### src/rtl/apb4_reg_bridge.sv
`default_nettype none
// ============================================================================
// Module   : apb4_reg_bridge
// Purpose  : APB4 completer that forwards accesses inside a base-aligned
//            address window onto a simple register-bus request/ack interface.
//            It decodes the window, optionally rejects unprivileged writes,
//            honours downstream stalls, bounds the wait with a timeout, and
//            returns a registered APB response.
// Ports    : clk, rst (sync, active-high)
//            APB4 side : psel, penable, pwrite, paddr, pwdata, pstrb, pprot
//                        -> pready, pslverr, prdata (all registered)
//            Reg-bus   : bus_req, bus_req_is_wr, bus_addr, bus_wr_data,
//                        bus_wr_biten (registered outputs)
//                        <- bus_req_stall_wr, bus_req_stall_rd, bus_ready,
//                           bus_err, bus_rd_data
// Revision : 1.0 - initial release
// ============================================================================
module apb4_reg_bridge #(
    parameter int unsigned              PADDR_WIDTH     = 32,
    parameter int unsigned              ADDR_WIDTH      = 8,
    parameter int unsigned              DATA_WIDTH      = 32,
    parameter logic [PADDR_WIDTH-1:0]   BASE_ADDR       = '0,
    parameter int unsigned              TIMEOUT_CYCLES  = 16,
    parameter bit                       PRIV_WRITE_ONLY = 1'b0
) (
    input  logic                      clk,
    input  logic                      rst,
    input  logic                      psel,
    input  logic                      penable,
    input  logic                      pwrite,
    input  logic [PADDR_WIDTH-1:0]    paddr,
    input  logic [DATA_WIDTH-1:0]     pwdata,
    input  logic [DATA_WIDTH/8-1:0]   pstrb,
    input  logic [2:0]                pprot,
    output logic                      pready,
    output logic                      pslverr,
    output logic [DATA_WIDTH-1:0]     prdata,
    output logic                      bus_req,
    output logic                      bus_req_is_wr,
    output logic [ADDR_WIDTH-1:0]     bus_addr,
    output logic [DATA_WIDTH-1:0]     bus_wr_data,
    output logic [DATA_WIDTH-1:0]     bus_wr_biten,
    input  logic                      bus_req_stall_wr,
    input  logic                      bus_req_stall_rd,
    input  logic                      bus_ready,
    input  logic                      bus_err,
    input  logic [DATA_WIDTH-1:0]     bus_rd_data
);

    // Window size computed one bit wider than paddr so the top of the window
    // cannot wrap when BASE_ADDR sits near the end of the address space.
    localparam logic [PADDR_WIDTH:0] c_WIN_SIZE =
        {{PADDR_WIDTH{1'b0}}, 1'b1} << ADDR_WIDTH;
    localparam int unsigned c_CNT_W = (TIMEOUT_CYCLES > 1) ? $clog2(TIMEOUT_CYCLES) : 1;
    localparam logic [c_CNT_W-1:0] c_CNT_LAST =
        c_CNT_W'((TIMEOUT_CYCLES == 0) ? 0 : TIMEOUT_CYCLES - 1);

    typedef enum logic [1:0] {
        ST_IDLE = 2'd0,
        ST_REQ  = 2'd1,
        ST_WAIT = 2'd2,
        ST_RESP = 2'd3
    } state_t;

    state_t                  r_state;
    logic                    r_pready;
    logic                    r_pslverr;
    logic [DATA_WIDTH-1:0]   r_prdata;
    logic                    r_bus_req;
    logic                    r_is_wr;
    logic [ADDR_WIDTH-1:0]   r_addr;
    logic [DATA_WIDTH-1:0]   r_wdata;
    logic [DATA_WIDTH-1:0]   r_biten;
    logic [c_CNT_W-1:0]      r_cnt;
    logic                    r_abort;

    logic [PADDR_WIDTH:0]    w_off_ext;
    logic                    w_in_window;
    logic                    w_priv_block;
    logic [DATA_WIDTH-1:0]   w_biten;
    logic                    w_stall;
    logic                    w_done;
    logic                    w_timeout;
    logic                    w_abort;
    logic                    w_unused;

    assign w_off_ext    = {1'b0, paddr} - {1'b0, BASE_ADDR};
    assign w_in_window  = (paddr >= BASE_ADDR) && (w_off_ext < c_WIN_SIZE);
    assign w_priv_block = PRIV_WRITE_ONLY && pwrite && !pprot[0];

    for (genvar gi = 0; gi < DATA_WIDTH; gi++) begin : g_biten
        assign w_biten[gi] = pstrb[gi/8];
    end

    // Only the stall for the captured direction holds the request.
    assign w_stall   = r_is_wr ? bus_req_stall_wr : bus_req_stall_rd;
    // An ack seen while the request is still stalled has not been accepted.
    assign w_done    = (bus_ready || bus_err) && ((r_state == ST_WAIT) || !w_stall);
    assign w_timeout = (TIMEOUT_CYCLES != 0) && (r_cnt == c_CNT_LAST);
    // Includes the current cycle so a response is never raised into psel=0.
    assign w_abort   = r_abort || !psel;
    assign w_unused  = ^pprot[2:1];

    always_ff @(posedge clk) begin
        if (rst) begin
            r_state   <= ST_IDLE;
            r_pready  <= 1'b0;
            r_pslverr <= 1'b0;
            r_prdata  <= '0;
            r_bus_req <= 1'b0;
            r_is_wr   <= 1'b0;
            r_addr    <= '0;
            r_wdata   <= '0;
            r_biten   <= '0;
            r_cnt     <= '0;
            r_abort   <= 1'b0;
        end else begin
            case (r_state)
                ST_IDLE: begin
                    if (psel && !penable) begin
                        r_is_wr <= pwrite;
                        r_addr  <= w_off_ext[ADDR_WIDTH-1:0];
                        r_wdata <= pwdata;
                        r_biten <= w_biten;
                        r_cnt   <= '0;
                        r_abort <= 1'b0;
                        if (!w_in_window || w_priv_block) begin
                            // Rejected locally: the register block never sees it.
                            r_state   <= ST_RESP;
                            r_pready  <= 1'b1;
                            r_pslverr <= 1'b1;
                            r_prdata  <= '0;
                        end else begin
                            r_state   <= ST_REQ;
                            r_bus_req <= 1'b1;
                        end
                    end
                end

                ST_REQ, ST_WAIT: begin
                    if (w_done || w_timeout) begin
                        r_bus_req <= 1'b0;
                        r_abort   <= 1'b0;
                        if (w_abort) begin
                            r_state <= ST_IDLE;
                        end else begin
                            r_state  <= ST_RESP;
                            r_pready <= 1'b1;
                            if (w_done) begin
                                r_pslverr <= bus_err;
                                r_prdata  <= r_is_wr ? '0 : bus_rd_data;
                            end else begin
                                r_pslverr <= 1'b1;
                                r_prdata  <= '0;
                            end
                        end
                    end else begin
                        r_cnt   <= r_cnt + 1'b1;
                        r_abort <= w_abort;
                        if ((r_state == ST_REQ) && !w_stall) begin
                            r_state   <= ST_WAIT;
                            r_bus_req <= 1'b0;
                        end
                    end
                end

                ST_RESP: begin
                    r_state   <= ST_IDLE;
                    r_pready  <= 1'b0;
                    r_pslverr <= 1'b0;
                    r_prdata  <= '0;
                end

                default: r_state <= ST_IDLE;
            endcase
        end
    end

    assign pready        = r_pready;
    assign pslverr       = r_pslverr;
    assign prdata        = r_prdata;
    assign bus_req       = r_bus_req;
    assign bus_req_is_wr = r_is_wr;
    assign bus_addr      = r_addr;
    assign bus_wr_data   = r_wdata;
    assign bus_wr_biten  = r_biten;

endmodule
`default_nettype wire

### config.mk
export PLATFORM = sky130hd
export DESIGN_NAME = apb4_reg_bridge
export DESIGN_NICKNAME = d
export VERILOG_FILES = /design/src/rtl/apb4_reg_bridge.sv
export SDC_FILE = /design/constraint.sdc
export NUM_CORES = 1
export LEC_CHECK = 0
export ABC_AREA = 1
export CAP_MARGIN = 20
export CORE_MARGIN = 2
export CORE_UTILIZATION = 43
export CTS_BUF_LIST = sky130_fd_sc_hd__clkbuf_4
export DETAILED_ROUTE_END_ITERATION = 10
export GPL_ROUTABILITY_DRIVEN = 0
export PLACE_DENSITY = 0.88
export SETUP_SLACK_MARGIN = 0.05
export SYNTH_ARGS = -nofsm -noshare
export SYNTH_HDL_FRONTEND = slang
export SYNTH_SLANG_ARGS = --single-unit
### constraint.sdc
create_clock -name clk -period 2.5 [get_ports clk]
set_input_delay 0.25 -clock clk [delete_from_list [all_inputs] [get_ports clk]]
set_output_delay 0.25 -clock clk [all_outputs]
set_load 0.05 [all_outputs]
==> results of run 1 <==
[state kept, by name (all words and copies together) (netlist names)]
| register | cells |
|---|---|
| pready | 1 |
| bus_addr | 8 |
| bus_req_is_wr | 1 |
| pslverr | 1 |
| r_state | 2 |
| bus_wr_data | 32 |
| r_abort | 1 |
| bus_wr_biten | 4 |
| bus_req | 1 |
| r_cnt | 4 |
| prdata | 32 |
[layout make-up]
class	count	area, um^2	share of cell area (%)
Clock buffer	9	67.6	1.09
Clock inverter	7	96.3	1.55
Tap cell	111	139	2.24
Timing Repair Buffer	227	2240	36.1
Inverter	30	113	1.82
Sequential cell	87	1740	28.1
Multi-Input combinational cell	406	1800	29.1
[worst paths after layout]
path                                                endpoint                          from  depth (start not counted)
worst min-delay path             bus_wr_data[9]$_SDFFE_PP0P_                     pwdata[9]                          3
worst max register to register        prdata[9]$_SDFFE_PP0P_       r_state[0]$_SDFFE_PP0P_                         12
worst max-delay path                  prdata[9]$_SDFFE_PP0P_       r_state[0]$_SDFFE_PP0P_                         12
worst min register to register  bus_wr_data[10]$_SDFFE_PP0P_  bus_wr_data[10]$_SDFFE_PP0P_                          2
[worst min-delay path, delay by kind of cell]
family / cells / cell delay (ps)
compound gates: 1 / 50
buf+inv: 1 / 390
simple gates: 1 / 60
[per-layer routing]
layer / track usage, % / up-vias / routed length (um) / share of wire [%]
met2: 40.1 / 165 / 5810 / 50
met4: 6.22 / 0 / 131 / 1.1
met3: 8.95 / 10 / 1090 / 9.5
met1: 24.0 / 1933 / 4480 / 39
li1: - / 2147 / - / -
met5: 0 / - / 0 / 0
[logic make-up after synthesis]
group,Yosys count,share of synthesized area [%]
simple gates,339,35.1
buf+inv,91,12.1
flops,87,43.2
compound gates,59,7.33
fa+ha+maj,6,1.86
xor+xnor,2,0.435
[where the power goes]
part           total, mW  switching, mW  internal [mW]
Clock              0.893          0.486          0.407
Sequential          1.84          0.170           1.67
Combinational       3.58           2.38           1.20
Total               6.31           3.03           3.28
[cells in the final DEF, fill, tap and decap left out, types with 6 or more instances in the layout]
master             n
buf_4             11
o21ai_0            6
nor2_1           106
nand4_1           23
nand2_1          190
clkdlybuf4s50_1  215
a21oi_1           53
ha_1               6
nand3_1            8
clkbuf_4           9
dfxtp_1           87
inv_1             25
[per-stage QoR]
stage | instance area [um^2] | hold slack [ps]
3_3_place_gp | 6030 | 451
4_1_cts | 6200 | 349
5_1_grt | 6200 | 339
6_report | 6200 | 376
3_5_place_dp | 6030 | 457
2_1_floorplan | 4030 | 395
==> impl_metrics.ini, run 1 <==
[logic_synthesis]
syn_avg_cell_area_um2 = 6.90
ys_types = 25
synthArstFlopShare_pct = 0
synth_common_cells = 190 x nand2_1, 106 x nor2_1, 87 x dfxtp_1, 53 x a21oi_1, 31 x buf_4
yosys-top-cells-area = dfxtp_1 43%, nand2_1 18%, nor2_1 9.9%, a21oi_1 6.6%, buf_4 5.8%
yosysSeqAreaShare_pct = 43.2
synth_top_area_cell = dfxtp_1
syn_nets = 702
syn_area_mm2 = 0.00403
ys_ff_latch = 87
synth_cells = 584
yosysMostFrequentCell = nand2_1
synth_flop_cell = dfxtp_1
synth_edf_count = 0
yosys.area.top_type_share_pct = 43.2
ys_warn_count = 0

[worst_setup_path]
crit_slowest_cell = dfxtp_1
cp_max_fo = 26
critical_path_class = reg -> reg
startpoint_type = flop
required_ps = 2820
rrSetupSlack_ps = 380
cp_top_family = simple AND/OR/NAND/NOR gates
cp_slowest_stage_delay_ps = 420
path_cells = inv_1 > ha_1 > inv_1 > nand3_2 > nand2_4 > nand2_4 > nand2_2 > nand2_4 > nand3_2 > nand2_1 > nand2_1 > nor2_1
cpMostUsedCell = nand2_4
worstPathArrival_ps = 2440
cp_num_buf_inv = 2
worstSetupEndpointType = flop

[outcome]
outcome = finished, final reports clean

[global_route]
antenna_found_initial = 0
grt_pass1_vias = 4083
grt_pass1_wl_um = 18200
grt_max_degree = 49
overflow = 0
grt_usage_pct = 22.3

[sta]
drv_slew = 0
skew_ps = 16.2
slew_headroom_pct = 62.9
period_share_pct = 84.9
setup_tns_ps = 0
max_slew.worst_pin.slew_ps = 555
rsz0062_at_grt = no
fmax_mhz = 471
fin_crit_ps = 2120
worst_slack_ps = 377
final-setup-viol-count = 0
hold_viol = 0

[floorplanning]
dieArea_mm2 = 0.0102
die_w_um = 101
io_pins = 220
die_h_um = 101
fp-row-count = 35
coreArea_mm2 = 0.00915
start_util_pct = 44.0

[clock_tree]
clk_pin_slew_ps = 150
cts_made_buffers = 9
worstSkewPairLatency_ps = 400
cts.sinks = 87
cts_tree = built
cts_resized = 0
postCtsSetupRepairBufs = 0
htree_levels = 3
ctsHoldBuffers = 0
clock_path_buffers = 2
cts_root_buf = clkbuf_4

[drt]
first_iter_violations = 104
num_vias = 4255
postRouteAntennaNets = 0
wire_per_inst_um = 13.1
drc = 0
drt_wl_total_um = 11500
dr.pass1.iters = 4
vias_per_cell = 4.85

[min_path]
hold_path.class = in -> reg

[pwr]
power.total_mw = 6.31
p_per_area_mw_per_mm2 = 1020
ir_drop_mv = 0.463
power_leakage_nw = 2.48

[placed_design]
post-place-ws_ps = 274
dp_cells = 861
dpl.hpwl_um = 8570
port-buffer-count = 216

[layout]
fillCellCount = 746
drive_gt1_share_pct = 5.48
fin_cells = 877
syn_to_final_growth_pct = 53.8
diodes = 0
fin_util_pct = 67.7
fin_nets = 879

[flow_run]
drv_cap = 0
Note: power is estimated with default switching activity, not from simulation.
==> run 2: changes to the inputs <==
--- a/config.mk
+++ b/config.mk
@@ -8,11 +8,11 @@
 export ABC_AREA = 1
 export CAP_MARGIN = 20
 export CORE_MARGIN = 2
-export CORE_UTILIZATION = 43
+export CORE_UTILIZATION = 40
 export CTS_BUF_LIST = sky130_fd_sc_hd__clkbuf_4
 export DETAILED_ROUTE_END_ITERATION = 10
 export GPL_ROUTABILITY_DRIVEN = 0
-export PLACE_DENSITY = 0.88
+export PLACE_DENSITY = 0.82
 export SETUP_SLACK_MARGIN = 0.05
 export SYNTH_ARGS = -nofsm -noshare
 export SYNTH_HDL_FRONTEND = slang
==> constraint.sdc (replaced) <==
create_clock -name clk -period 2.2 [get_ports clk]
set_input_delay 0.22 -clock clk [delete_from_list [all_inputs] [get_ports clk]]
set_output_delay 0.22 -clock clk [all_outputs]
set_load 0.05 [all_outputs]
==> run 2 against run 1 <==
Compared with the run above:
- clock skew is 1.4 ps higher
- sequential power is 13% higher
- clock power is 1% higher
- largest cell class unchanged
==> impl_metrics.ini, run 2 (synthesis gave the netlist of run 1 again) <==
[min_path]
hold_path_depth = 4
hp-start = rst
whs_endpoint = bus_req$_SDFFE_PP0P_
hold_path.class = in -> reg

[floorplanning]
start_util_pct = 41.2
die_w_um = 104
io_pins = 220
fp-row-count = 36
dieArea_mm2 = 0.0109
die_h_um = 104
coreArea_mm2 = 0.00977

[global_route]
grt_use_met3_pct = 8.21
overflow = 0
grt_pass1_vias = 4210
grt_usage_pct = 20.9
antenna_found_initial = 0
grt.busiest_layer = met2
grt_pass1_wl_um = 19100
grt_max_degree = 49
grt_use_met1_pct = 23.2
grt_use_met2_pct = 36.4

[layout]
syn_to_final_growth_pct = 53.7
fillCellCount = 856
final_common_cell = clkdlybuf4s50_1
regArea_mm2 = 0.00174
multiInputGateArea_mm2 = 0.00181
most-common-layout-cells = 215 x clkdlybuf4s50_1, 190 x nand2_1, 106 x nor2_1
drive_gt1_share_pct = 5.24
fin_util_pct = 63.4
fin_nets = 877
diodes = 0

[drt]
first_iter_violations = 104
drt_wl_total_um = 11600
num_vias = 4235
drc = 0
wire_per_inst_um = 12.9
vias_per_cell = 4.72
postRouteAntennaNets = 0
dr.pass1.iters = 4

[pwr]
p_clk_share_pct = 12.8
ir_drop_mv = 0.513
intPower_mw = 3.62
seq_power_share_pct = 29.5
p_sw_share_pct = 48.8
power.switching_mw = 3.45
p_per_area_mw_per_mm2 = 1140
power_leakage_nw = 2.47
pwr-share-comb_pct = 57.7
power.total_mw = 7.06

[sta]
final-setup-viol-count = 0
setup_tns_ps = 0
drv_slew = 0
period_share_pct = 92.4
max_slew.worst_pin.slew_ps = 567
hold_viol = 0
skew_ps = 17.6
fmax_mhz = 492
fin_crit_ps = 2030
rsz0062_at_grt = no
slew_headroom_pct = 62.1

[worst_setup_path]
required_ps = 1980
worstSetupEndpointType = output port
r2r-start = r_state[0]$_SDFFE_PP0P_
path_cells = clkdlybuf4s50_1
cp_num_buf_inv = 1
rrSetupSlack_ps = 280
cp_top_family = buffers and inverters
ff2ff_path_depth = 12
cp_slowest_stage_delay_ps = 880
crit_slowest_cell = clkdlybuf4s50_1
rr_endpoint = prdata[3]$_SDFFE_PP0P_
worstPathArrival_ps = 1810
critical_path_class = reg -> out
startpoint_type = flop
cp_max_fo = 9

[clock_tree]
cts.sinks = 87
cts_made_buffers = 9
worstSkewPairLatency_ps = 410
cts_tree = built
clock_path_buffers = 2
cts_root_buf = clkbuf_4
clk_pin_slew_ps = 140
htree_levels = 3

[placed_design]
port-buffer-count = 216
dpl.hpwl_um = 8590

[outcome]
outcome = finished, final reports clean

[flow_run]
drv_cap = 0
[run 2: changes by cell type in the layout (fill, tap and decap cells not counted)]
cell / before / now
bufinv_16: 2 / 1
inv_6: 1 / 2
nand3_1: 8 / 7
nor2_2: 2 / 1
clkinv_1: 2 / 3
clkinvlp_4: 3 / 2
nor2_4: 0 / 1
buf_4: 11 / 9
nand3_2: 2 / 3
[run 2: worst max-delay path by stage]
stage,from,end,depth (start not counted)
after floorplan,bus_req_is_wr$_SDFFE_PP0P_,prdata[0]$_SDFFE_PP0P_,12
after global placement,bus_err,prdata[26]$_SDFFE_PP0P_,8
after detailed placement,bus_err,prdata[4]$_SDFFE_PP0P_,8
after CTS,bus_wr_biten[23]$_SDFFE_PP0P_,bus_wr_biten[22],1
after global routing,r_state[0]$_SDFFE_PP0P_,prdata[30]$_SDFFE_PP0P_,10
final,bus_wr_biten[15]$_SDFFE_PP0P_,bus_wr_biten[10],1
[run 2: timing repair]
| item | in CTS | in global routing |
|---|---|---|
| endpoints found under the setup margin | 4 | 0 |
| buffers inserted | 0 | 0 |
| hold buffers | 0 | 0 |
| gates resized for setup | 1 | 0 |
[run 2: routing by layer]
metal | share of wire (%) | wire, um
met4 | 1.6 | 187
met3 | 9.9 | 1140
met5 | 0 | 0
met2 | 49 | 5680
met1 | 39 | 4570
[run 2: area by class of cell]
| cell class | count | area share (%) |
|---|---|---|
| Clock buffer | 9 | 1.09 |
| Sequential cell | 87 | 28.1 |
| Clock inverter | 7 | 1.15 |
| Multi-Input combinational cell | 406 | 29.2 |
| Tap cell | 133 | 2.69 |
| Timing Repair Buffer | 225 | 35.9 |
| Inverter | 30 | 1.82 |
[run 2: worst min-delay path, delay by kind of cell]
| family | cells | cell delay [ps] |
|---|---|---|
| buffers and inverters | 2 | 260 |
| and+or+nand+nor | 2 | 150 |
[run 2: metrics by stage]
stage	cells	worst slack [ps]	instance area [um^2]	hold slack, ps
6_report	897	167	6190	253
5_1_grt	897	66.4	6190	236
4_1_cts	897	113	6190	231
3_5_place_dp	881	78.4	6050	457
3_3_place_gp	881	117	6050	451
2_1_floorplan	584	465	4030	365
[run 2: power by group through the flow]
stage / logic [mW] / clock network (mW) / registers (mW)
CTS: 4.10 / 0.942 / 2.08
global placement: 3.99 / 0 / 2.10
floorplan: 2.06 / 0 / 3.07
global route: 4.46 / 1.01 / 2.12
finish: 4.08 / 0.906 / 2.08
detailed placement: 4.07 / 0 / 2.12
==> run 3: changes to the inputs <==
--- a/config.mk
+++ b/config.mk
@@ -5,13 +5,14 @@
 export SDC_FILE = /design/constraint.sdc
 export NUM_CORES = 1
 export LEC_CHECK = 0
-export ABC_AREA = 1
+export ABC_CLOCK_PERIOD_IN_PS = 2200
 export CAP_MARGIN = 20
 export CORE_MARGIN = 2
-export CORE_UTILIZATION = 40
+export CORE_UTILIZATION = 39
 export CTS_BUF_LIST = sky130_fd_sc_hd__clkbuf_4
 export DETAILED_ROUTE_END_ITERATION = 10
 export GPL_ROUTABILITY_DRIVEN = 0
+export MAX_ROUTING_LAYER = met4
 export PLACE_DENSITY = 0.82
 export SETUP_SLACK_MARGIN = 0.05
 export SYNTH_ARGS = -nofsm -noshare
==> run 3 against run 2 <==
Compared with the run above:
- highest routed layer unchanged
- largest cell class unchanged
- worst setup slack better by 12 ps
- final cell count is 13% lower
- wire length is 6.1% lower
- critical path depth stayed put
- clock-buffer cell count stayed put
- critical endpoint is now bus_wr_biten[14]
- die area is 1.9% lower
- global-route usage is 0.93 points lower
- combinational power is 29% lower
==> impl_metrics.ini, run 3 <==
[logic_synthesis]
syn_nets = 576
synthArstFlopShare_pct = 0
synth_common_cells = 125 x nand2_1, 87 x dfxtp_1, 53 x a21oi_1, 37 x nand2b_1, 36 x mux2i_1
yosysMostFrequentCell = nand2_1
synth_flop_cell = dfxtp_1
synth_edf_count = 0
ys_ff_latch = 87
syn_area_mm2 = 0.00385
syn_avg_cell_area_um2 = 8.41
ys_warn_count = 0
yosys.area.top_type_share_pct = 45.2
ys_types = 31
synth_cells = 458
synth_top_area_cell = dfxtp_1
yosysSeqAreaShare_pct = 45.2
yosys-top-cells-area = dfxtp_1 45%, nand2_1 12%, mux2i_1 9.4%, a21oi_1 6.9%, nand2b_1 6.0%

[drt]
drt_wl_total_um = 10900
vias_per_cell = 4.76
dr.pass1.iters = 4
drc = 0
num_vias = 3714
wire_per_inst_um = 13.9
postRouteAntennaNets = 0
first_iter_violations = 88

[floorplanning]
fp-row-count = 36
die_h_um = 103
coreArea_mm2 = 0.00968
start_util_pct = 39.8
io_pins = 220
die_w_um = 103
dieArea_mm2 = 0.0107

[worst_setup_path]
ff2ff_path_depth = 9
crit_slowest_cell = clkdlybuf4s50_1
rrSetupSlack_ps = 250
startpoint_type = flop
critical_path_class = reg -> out
rr_endpoint = prdata[15]$_SDFFE_PP0P_
worstPathArrival_ps = 1800
cp_slowest_stage_delay_ps = 880
cp_max_fo = 9
cp_num_buf_inv = 1
r2r-start = r_state[0]$_SDFFE_PP0P_
path_cells = clkdlybuf4s50_1
worstSetupEndpointType = output port
crit_end = bus_wr_biten[14]
required_ps = 1980
cp_top_family = buffers and inverters
cp.depth = 1
crit_start = bus_wr_biten[15]$_SDFFE_PP0P_

[clock_tree]
postCtsSetupRepairBufs = 0
clock_path_buffers = 2
cts_root_buf = clkbuf_4
ctsHoldBuffers = 0
clk_pin_slew_ps = 140
worstSkewPairLatency_ps = 430
cts.sinks = 87
cts_tree = built
htree_levels = 3
cts_resized = 0
cts_made_buffers = 9

[sta]
fmax_mhz = 495
slew_headroom_pct = 63.6
whs_ps = 316
skew_ps = 11.8
max_slew.worst_pin.slew_ps = 544
rsz0062_at_grt = no
setup_tns_ps = 0
fin_crit_ps = 2020
period_share_pct = 91.9
final-setup-viol-count = 0
hold_viol = 0
drv_slew = 0

[pwr]
p_per_area_mw_per_mm2 = 945
power.total_mw = 5.81
power_leakage_nw = 2.20
ir_drop_mv = 0.448

[global_route]
grt_usage_pct = 20.0
antenna_found_initial = 0
grt_pass1_vias = 3575
grt_max_degree = 51
grt_pass1_wl_um = 16300
overflow = 0

[flow_run]
drv_cap = 0

[layout]
fin_util_pct = 63.5
syn_to_final_growth_pct = 59.7
fin_nets = 761
fin_area_mm2 = 0.00615
diodes = 0
final_common_cell = clkdlybuf4s50_1
most-common-layout-cells = 215 x clkdlybuf4s50_1, 125 x nand2_1, 84 x dfxtp_1
drive_gt1_share_pct = 5.86

[min_path]
hold_path.class = in -> reg
hold_path_depth = 3

[placed_design]
post_dp_cell_area_mm2 = 0.00599
dpl.hpwl_um = 8290
port-buffer-count = 216

[outcome]
outcome = finished, final reports clean
-- run 3: cell count changes after synthesis, moves of 5 or more --
| cell | delta |
|---|---|
| nand2_1 | -65 |
| a211oi_1 | +5 |
| nor2_1 | -92 |
| nand4_1 | -22 |
| nand3_1 | -5 |
| buf_2 | -5 |
| mux2i_1 | +36 |
| nor4_1 | +7 |
| inv_1 | -20 |
| nand2b_1 | +37 |
-- run 3: cell families after synthesis --
| family | synth area share, % |
|---|---|
| simple gates | 22.8 |
| flops | 45.2 |
| compound gates | 10.3 |
| buf+inv | 9.20 |
| mux | 10.0 |
| fa+ha+maj | 1.95 |
| xor+xnor | 0.455 |
-- run 3: worst min path at each step --
stage,from,to,slack (ps)
3_3_place_gp,bus_wr_data[17]$_SDFFE_PP0P_,bus_wr_data[17]$_SDFFE_PP0P_,440
3_5_place_dp,bus_wr_data[22]$_SDFFE_PP0P_,bus_wr_data[22]$_SDFFE_PP0P_,450
5_1_grt,pwdata[2],bus_wr_data[2]$_SDFFE_PP0P_,280
4_1_cts,paddr[1],bus_addr[1]$_SDFFE_PP0P_,280
2_1_floorplan,pwrite,bus_req_is_wr$_SDFFE_PP0P_,350
6_report,paddr[0],bus_addr[0]$_SDFFE_PP0P_,320
-- run 3: layout make-up --
type	instances	area, um^2
Fill cell	841	3530
Timing Repair Buffer	229	2290
Multi-Input combinational cell	311	1770
Sequential cell	87	1750
Tap cell	133	166
Clock inverter	7	87.6
Clock buffer	9	67.6
Inverter	5	18.8
-- run 3: report_power, final --
part           internal, mW  leakage [nW]  switching (mW)
logic                  1.17          1.41            1.72
clock network         0.452        0.0786           0.560
registers              1.78         0.707           0.130
-- run 3: stage by stage --
stage | setup WS, ps | instances
3_5_place_dp | 42.1 | 765
5_1_grt | 67.1 | 781
6_report | 179 | 781
2_1_floorplan | 49.5 | 458
3_3_place_gp | 32.5 | 765
4_1_cts | 74.0 | 781
-- run 3: per-layer routing --
layer	up-vias	global-route usage, %	share of wire [%]
met3	11	4.57	8.0
met4	0	7.09	1.1
li1	1844	-	-
met1	1697	23.4	41
met5	-	-	0
met2	162	33.7	50
